### src/rtl/rf_wb_arbiter.sv
`default_nettype none
// +--------------------------------------------------------------------------+
// | rf_wb_arbiter: round-robin writeback arbiter for two register-file       |
// | writers, registered output stage with x0 write suppression.  Rev 1.0     |
// +--------------------------------------------------------------------------+
module rf_wb_arbiter #(
  parameter int ADDR_W = 5,
  parameter int DATA_W = 32,
  parameter int CNT_W  = 16
) (
  input  logic              clk,
  input  logic              rst,
  input  logic              m0_valid,
  output logic              m0_ready,
  input  logic [ADDR_W-1:0] m0_waddr,
  input  logic [DATA_W-1:0] m0_wdata,
  input  logic              m1_valid,
  output logic              m1_ready,
  input  logic [ADDR_W-1:0] m1_waddr,
  input  logic [DATA_W-1:0] m1_wdata,
  output logic              rf_we,
  output logic [ADDR_W-1:0] rf_waddr,
  output logic [DATA_W-1:0] rf_wdata,
  output logic              last_grant,
  output logic [CNT_W-1:0]  conflict_cnt
);

  localparam logic [CNT_W-1:0]  c_cnt_max = '1;
  localparam logic [ADDR_W-1:0] c_zero_a  = '0;

  logic              r_we;
  logic [ADDR_W-1:0] r_waddr;
  logic [DATA_W-1:0] r_wdata;
  logic              r_last_grant;
  logic [CNT_W-1:0]  r_conflict_cnt;

  logic              w_grant0;
  logic              w_grant1;
  logic              w_xfer;
  logic              w_both;
  logic [ADDR_W-1:0] w_sel_addr;
  logic [DATA_W-1:0] w_sel_data;

  // On a tie the requester that did not win last time gets the slot.
  always_comb begin
    w_both     = m0_valid & m1_valid;
    w_grant0   = ~rst & m0_valid & (~m1_valid | r_last_grant);
    w_grant1   = ~rst & m1_valid & (~m0_valid | ~r_last_grant);
    w_xfer     = w_grant0 | w_grant1;
    w_sel_addr = w_grant1 ? m1_waddr : m0_waddr;
    w_sel_data = w_grant1 ? m1_wdata : m0_wdata;
  end

  always_ff @(posedge clk) begin
    if (rst) begin
      r_we           <= 1'b0;
      r_waddr        <= '0;
      r_wdata        <= '0;
      r_last_grant   <= 1'b1;
      r_conflict_cnt <= '0;
    end else begin
      if (w_xfer) begin
        r_we         <= (w_sel_addr != c_zero_a);
        r_waddr      <= w_sel_addr;
        r_wdata      <= w_sel_data;
        r_last_grant <= w_grant1;
      end else begin
        r_we         <= 1'b0;
      end
      if (w_both && (r_conflict_cnt != c_cnt_max))
        r_conflict_cnt <= r_conflict_cnt + 1'b1;
    end
  end

  assign m0_ready     = w_grant0;
  assign m1_ready     = w_grant1;
  assign rf_we        = r_we;
  assign rf_waddr     = r_waddr;
  assign rf_wdata     = r_wdata;
  assign last_grant   = r_last_grant;
  assign conflict_cnt = r_conflict_cnt;

endmodule
`default_nettype wire
### config.mk
export PLATFORM = sky130hd
export DESIGN_NAME = rf_wb_arbiter
export DESIGN_NICKNAME = d
export VERILOG_FILES = /design/src/rtl/rf_wb_arbiter.sv
export SDC_FILE = /design/constraint.sdc
export NUM_CORES = 1
export LEC_CHECK = 0
export CAP_MARGIN = 10
export CORE_MARGIN = 2
export CORE_UTILIZATION = 36
export CTS_CLUSTER_SIZE = 20
export DETAILED_ROUTE_END_ITERATION = 12
export GPL_ROUTABILITY_DRIVEN = 0
export GPL_TIMING_DRIVEN = 0
export PLACE_DENSITY = 0.77
export SLEW_MARGIN = 5
export SYNTH_ARGS = -nofsm -noshare
export SYNTH_HDL_FRONTEND = slang
export SYNTH_SLANG_ARGS = --single-unit
export TNS_END_PERCENT = 50
### constraint.sdc
create_clock -name clk -period 1.56 [get_ports clk]
set_input_delay 0.468 -clock clk [delete_from_list [all_inputs] [get_ports clk]]
set_output_delay 0.468 -clock clk [all_outputs]
set_load 0.01 [all_outputs]
==> impl_metrics.toml, run 1 <==
[sta]
max_freq_mhz = 560.0
final-setup-viol-count = 4
finalMaxSlewViolations = 0
slew_headroom_pct = 61.34
tightest_slew_ps = 579.9
timing.final.crit_period_ps = 1786
fin_ws_ps = -225.7
period_share_pct = 114.5
finalHoldViolCount = 0
rsz0062_at_grt = "true"
skew_ps = 9.469

[run]
drv_cap = 0

[place]
place_inst = 507
dp_hpwl_um = 5800
portBuffers = 134

[power_and_ir_drop]
p_int_w = 0.002321
p_per_area_nw_per_um2 = 691.6
ir_drop_mv = 0.3609
p_sw_w = 0.0008088
p_seq_share_pct = 48.8
sw_frac_of_total_pct = 25.84
design_power_total_w = 0.003130
clockPowerShare_pct = 27.6
p_leak_nw = 1.836
p_comb_share_pct = 23.6

[logic_synthesis]
avgSynthCellArea_um2 = 9.300
async_reset_ff_share_pct = 0
yosys_warnings = 0
synth_flop_cell = "dfxtp_1"
synthTopCellsByArea = "dfxtp_1 43%, mux2i_1 15%, a211oi_1 12%, nor2_1 6.6%, or4_1 1.7%"
yosysTopAreaCellShare_pct = 42.74
yosysTopAreaCell = "dfxtp_1"
synth_seq_cells = 55
yosysUniqueCellTypes = 37
synth-edff-count = 0
synthesis.area_um2 = 2576
seq_area_frac_synth_pct = 42.74
synth_commonest_cells = "55 x dfxtp_1, 45 x nor2_1, 40 x a211oi_1"
syn_inst = 277
synth_nets = 356
synth_most_common_cell = "dfxtp_1"

[grt]
grt_pass1_vias = 2549
grt_pass1_wl_um = 11990
grt_max_degree = 16
overflow = 0
grt_antenna_before_repair = 0
grt_usage_pct = 19.61

[setup_path]
worst-path-max-fanout = 4
crit_type = "register to output pin"
path_buf_inv = 4
cp_top_family = "buffers and inverters"
path_cells = "buf_6 -> nor2b_4 -> nor3b_4 -> buf_6 -> buf_12 -> buf_6"
worstPathRequired_ps = 1090
cp-end-kind = "output pin"
cp-start-kind = "register"
slowest_stage = "dfxtp_4"
cpMostUsedCell = "buf_6"
cp.arrival_ps = 1320
slowest_delay_ps = 370

[routing]
vias = 2754
ant_nets = 0
drt-initial-drc-count = 147
routed_wirelength_um = 8192
wl_per_cell_um = 15.43
drc = 0
vias_per_cell = 5.186
firstDrtPassIters = 4

[cts]
clk_path_buf_depth = 2
insertion_delay_ps = 310
htree_levels = 2
cts_tree = "yes"
root_buffer = "clkbuf_8"
numClockSinks = 55
cts.clk_slew.worst_paths_ps = 90
cts_buffers = 5

[worst_hold_path]
hold_path_class = "input pin to register"

[floorplanning]
ioPinCount = 135
coreArea_um2 = 6869
die_w_um = 88.60
die_height_um = 88.60
fp.dieArea_um2 = 7849
rows = 30
initial_core_util_pct = 37.50

[cells_and_area]
final_cells = 531
syn_to_final_growth_pct = 75.67
final_nets = 513
n_fill_cell = 586
antennaDiodeCount = 0
drive_above_1_share_pct = 25.06
fin_util_pct = 65.88

[status]
status = "finished with violations"
violations = "negative setup slack"
==> registers in the layout (all words and copies together) (netlist names) <==
signal / cells
rf_wdata: 32
conflict_cnt: 16
rf_waddr: 5
last_grant: 1
rf_we: 1
==> power groups by stage <==
stage | sequential [W] | combinational, W | clock (W)
5_1_grt | 0.00154 | 0.000794 | 0.000938
6_report | 0.00153 | 0.000739 | 0.000864
3_3_place_gp | 0.00157 | 0.000695 | 0
4_1_cts | 0.00154 | 0.000688 | 0.000879
2_1_floorplan | 0.00161 | 0.000231 | 0
3_5_place_dp | 0.00157 | 0.000706 | 0
==> layout by cell type (no fill, tap or decap), types with 2 or more instances in the layout <==
cell / count
a211oi_2: 10
nor2_4: 5
nand4_1: 5
dfxtp_1: 38
or3_1: 2
buf_2: 4
clkbuf_1: 6
a21oi_1: 7
nor2_1: 31
dfxtp_2: 8
clkbuf_2: 3
nor3_2: 2
nand3_1: 5
buf_4: 16
nor3_1: 3
buf_6: 9
or4_1: 5
mux2i_1: 31
nand2_1: 7
clkbuf_8: 7
a31oi_1: 2
mux2i_2: 7
dfxtp_4: 9
o21ai_0: 6
o31ai_1: 4
and4_1: 2
buf_8: 2
dlygate4sd2_1: 54
clkdlybuf4s50_1: 74
nor2_2: 9
inv_1: 4
xor2_1: 2
and2_1: 2
a211oi_1: 30
buf_12: 2
==> path summary, 6_finish.rpt <==
path | startpoint | to | slack [ps] | cells after the start
setup / recovery | last_grant$_SDFFE_PP1P_ | m0_ready | -230 | 6
hold / removal | m1_valid | last_grant$_SDFFE_PP1P_ | 470 | 3
setup reg to reg | conflict_cnt[11]$_SDFFE_PP0P_ | conflict_cnt[1]$_SDFFE_PP0P_ | -70 | 4
hold reg to reg | conflict_cnt[10]$_SDFFE_PP0P_ | conflict_cnt[10]$_SDFFE_PP0P_ | 490 | 1
==> worst reg2reg max path: cells and delay by family (launching register included) <==
family	cells	cell delay [ps]
compound gates	1	460
simple gates	2	440
flops	1	380
mux	1	240
==> timing repair <==
item / CTS / global route
cloned: 0 / 0
buffers inserted: 11 / 6
gates resized for setup: 113 / 75
endpoints found under the setup margin: 111 / 53
hold buffers: 0 / 0
pin swaps: 2 / 13
==> cell families after synthesis <==
logic type / count (synthesis) / share of synthesized area [%]
muxes: 38 / 14.76
DFF: 55 / 42.74
AOI/OAI and AO/OA: 66 / 18.84
buffers and inverters: 24 / 4.565
adders and majority gates: 1 / 0.4856
xor gates and xnor gates: 2 / 0.6801
and+or+nand+nor: 91 / 17.92
==> metrics by stage <==
step	hold slack [ps]	worst slack (ps)	TNS, ps	cell area (µm²)
after floorplan	516.3	-71.54	-85.64	2591
after global placement	494.2	-1264	-33980	4053
after detailed placement	505.9	-1261	-35580	4053
after CTS	461.3	-228.4	-428.4	4234
after global routing	468.8	-285.8	-2241	4526
final	474.3	-225.7	-513.6	4526
==> per-layer routing <==
layer  track usage [%]  wire [µm]  vias to the layer above
met1             24.18       3470                     1295
met5                 0          0                        -
li1                  -          -                     1347
met3             4.571        557                       11
met2             33.83       4035                      101
met4             6.336        129                        0
==> layout make-up <==
type	count	area [µm²]	share of cell area [%]
multi-input cells	198	1579	34.89
flip-flops and latches	55	1145	25.30
clock buffers	8	100.1	2.212
well taps	96	120.1	2.654
inverters	4	15.01	0.3318
repair buffers	150	1376	30.41
plain buffers	20	190.2	4.202
(Power assumes the default switching activity.)
==> run 2, diff against run 1 <==
--- a/config.mk
+++ b/config.mk
@@ -13,6 +13,7 @@
 export GPL_ROUTABILITY_DRIVEN = 0
 export GPL_TIMING_DRIVEN = 0
 export PLACE_DENSITY = 0.77
+export REMOVE_ABC_BUFFERS = 1
 export SLEW_MARGIN = 5
 export SYNTH_ARGS = -nofsm -noshare
 export SYNTH_HDL_FRONTEND = slang
==> impl_metrics.toml, run 2 (synthesis results as in run 1) <==
[floorplanning]
die_w_um = 88.60
fp.dieArea_um2 = 7849
die_height_um = 88.60
ioPinCount = 135
rows = 30
coreArea_um2 = 6869
initial_core_util_pct = 37.50

[cells_and_area]
antennaDiodeCount = 0
n_fill_cell = 560
drive_above_1_share_pct = 20.19
final_cell_mix = "74 x clkdlybuf4s50_1, 55 x dlygate4sd2_1, 44 x nor2_1, 38 x dfxtp_1"
layout.cells.most_common = "clkdlybuf4s50_1"
syn_to_final_growth_pct = 76.40
largest_register_ffs = 32
final_nets = 504
fin_util_pct = 66.16

[cts]
insertion_delay_ps = 310
clk_path_buf_depth = 2
htree_levels = 2
cts_buffers = 5
cts.clk_slew.worst_paths_ps = 100
cts_hold_buf = 0
root_buffer = "clkbuf_8"
numClockSinks = 55
cts_tree = "yes"

[sta]
slew_headroom_pct = 71.62
period_share_pct = 110.5
max_freq_mhz = 579.9
fin_ws_ps = -164.4
skew_ps = 7.056
final-setup-viol-count = 24
tightest_slew_ps = 422.4
finalHoldViolCount = 0
finalMaxSlewViolations = 0
timing.final.crit_period_ps = 1724
rsz0062_at_grt = "true"

[routing]
drc = 0
wl_per_cell_um = 16.25
drt-initial-drc-count = 99
met2WireLength_um = 4052
wl_met1_um = 3493
firstDrtPassIters = 4
routed_wirelength_um = 8484
wl_met3_um = 766
ant_nets = 0
vias_per_cell = 5.293
dr.max_layer_used = "met4"
vias = 2763

[setup_path]
cp-start-kind = "register"
slowest_stage = "dfxtp_4"
cp-end-kind = "output pin"
worst-path-max-fanout = 4
crit_type = "register to output pin"
r2r_start = "last_grant$_SDFFE_PP1P_"
path_buf_inv = 2
reg2regPathDepth = 8
cp_top_family = "flip-flops"
rr_endpoint = "rf_waddr[2]$_SDFFE_PP0P_"
rrSetupSlack_ps = -80
cp.arrival_ps = 1260
slowest_delay_ps = 390
worstPathRequired_ps = 1090
path_cells = "nor2b_4 -> nor3b_4 -> clkbuf_16 -> buf_6"

[status]
violations = "negative setup slack"
status = "finished with violations"

[place]
dp_hpwl_um = 5624
portBuffers = 134
post-place-ws_ps = -1749

[grt]
overflow = 0
grt_antenna_before_repair = 0
grt_max_degree = 39
grt_usage_pct = 20.93
grt_pass1_vias = 2618
grt_pass1_wl_um = 12660

[power_and_ir_drop]
ir_drop_mv = 0.3702
p_per_area_nw_per_um2 = 703.2
p_leak_nw = 1.864

[worst_hold_path]
hold_path_class = "input pin to register"
hold_path_startpoint = "rst"
holdPathEnd = "conflict_cnt[0]$_SDFFE_PP0P_"
min_path_cells = 2

[run]
drv_cap = 0
==> run 2: per-layer routing <==
layer  track usage (%)  up-vias
li1                  -     1323
met1             25.16     1297
met2             34.59      126
met3             7.556       17
met4             7.438        0
met5                 0        -
==> run 2: worst max-delay path by stage <==
stage                                       start                        to  slack (ps)  cells after the start
final                     last_grant$_SDFFE_PP1P_                  m0_ready        -160                      4
after global routing      last_grant$_SDFFE_PP1P_                  m0_ready        -230                      4
after CTS                 last_grant$_SDFFE_PP1P_                  m0_ready        -200                      4
after detailed placement                 m0_valid                  m1_ready       -1750                      7
after global placement                        rst                  m0_ready       -5430                      3
after floorplan                          m1_valid  rf_waddr[0]$_SDFFE_PP0P_       -1860                      4
==> run 2: final cells by class <==
cell class                 instances  area, µm²  area share, %
sequential                        55       1137          25.03
timing repair buffer             161       1694          37.28
tap                               96      120.1          2.643
clock buffer                       7      96.34          2.120
multi-input combinational        198       1471          32.38
clock inverter                     1      7.507         0.1652
inverter                           4      17.52         0.3855
==> run 2: worst register-to-register path, stage by stage, from the launching register on <==
cell       delay, ps
dfxtp_4          390
nor2b_4           50
nor3b_4          230
clkbuf_16        190
buf_12           110
buf_16           120
buf_12           130
mux2i_2          230
a211oi_2          90
==> run 2: repair_timing <==
action | in CTS | in global routing
gates resized for setup | 99 | 46
hold endpoints to repair | 0 | 0
gates cloned | 2 | 1
setup endpoints to repair | 110 | 51
setup buffers | 9 | 9
pin swaps | 5 | 25
==> run 2: power breakdown <==
part | total, W | internal, W | switching [W] | leakage, nW
Combinational | 0.000779 | 0.000476 | 0.000304 | 1.35
Sequential | 0.00153 | 0.00148 | 0.0000504 | 0.461
Clock | 0.000882 | 0.000405 | 0.000477 | 0.0505
==> run 2: metrics by stage <==
| step | setup TNS (ps) | hold WS [ps] | cell area, µm² | std cells | total power, W |
|---|---|---|---|---|---|
| after floorplan | -73560 | 510.3 | 2474 | 257 | 0.001814 |
| after global placement | -209550 | 492.8 | 3935 | 487 | 0.002257 |
| after detailed placement | -47390 | 499.0 | 4084 | 494 | 0.002294 |
| after CTS | -3411 | 430.0 | 4302 | 512 | 0.003173 |
| after global routing | -3245 | 441.8 | 4544 | 522 | 0.003343 |
| final | -1109 | 453.3 | 4544 | 522 | 0.003196 |
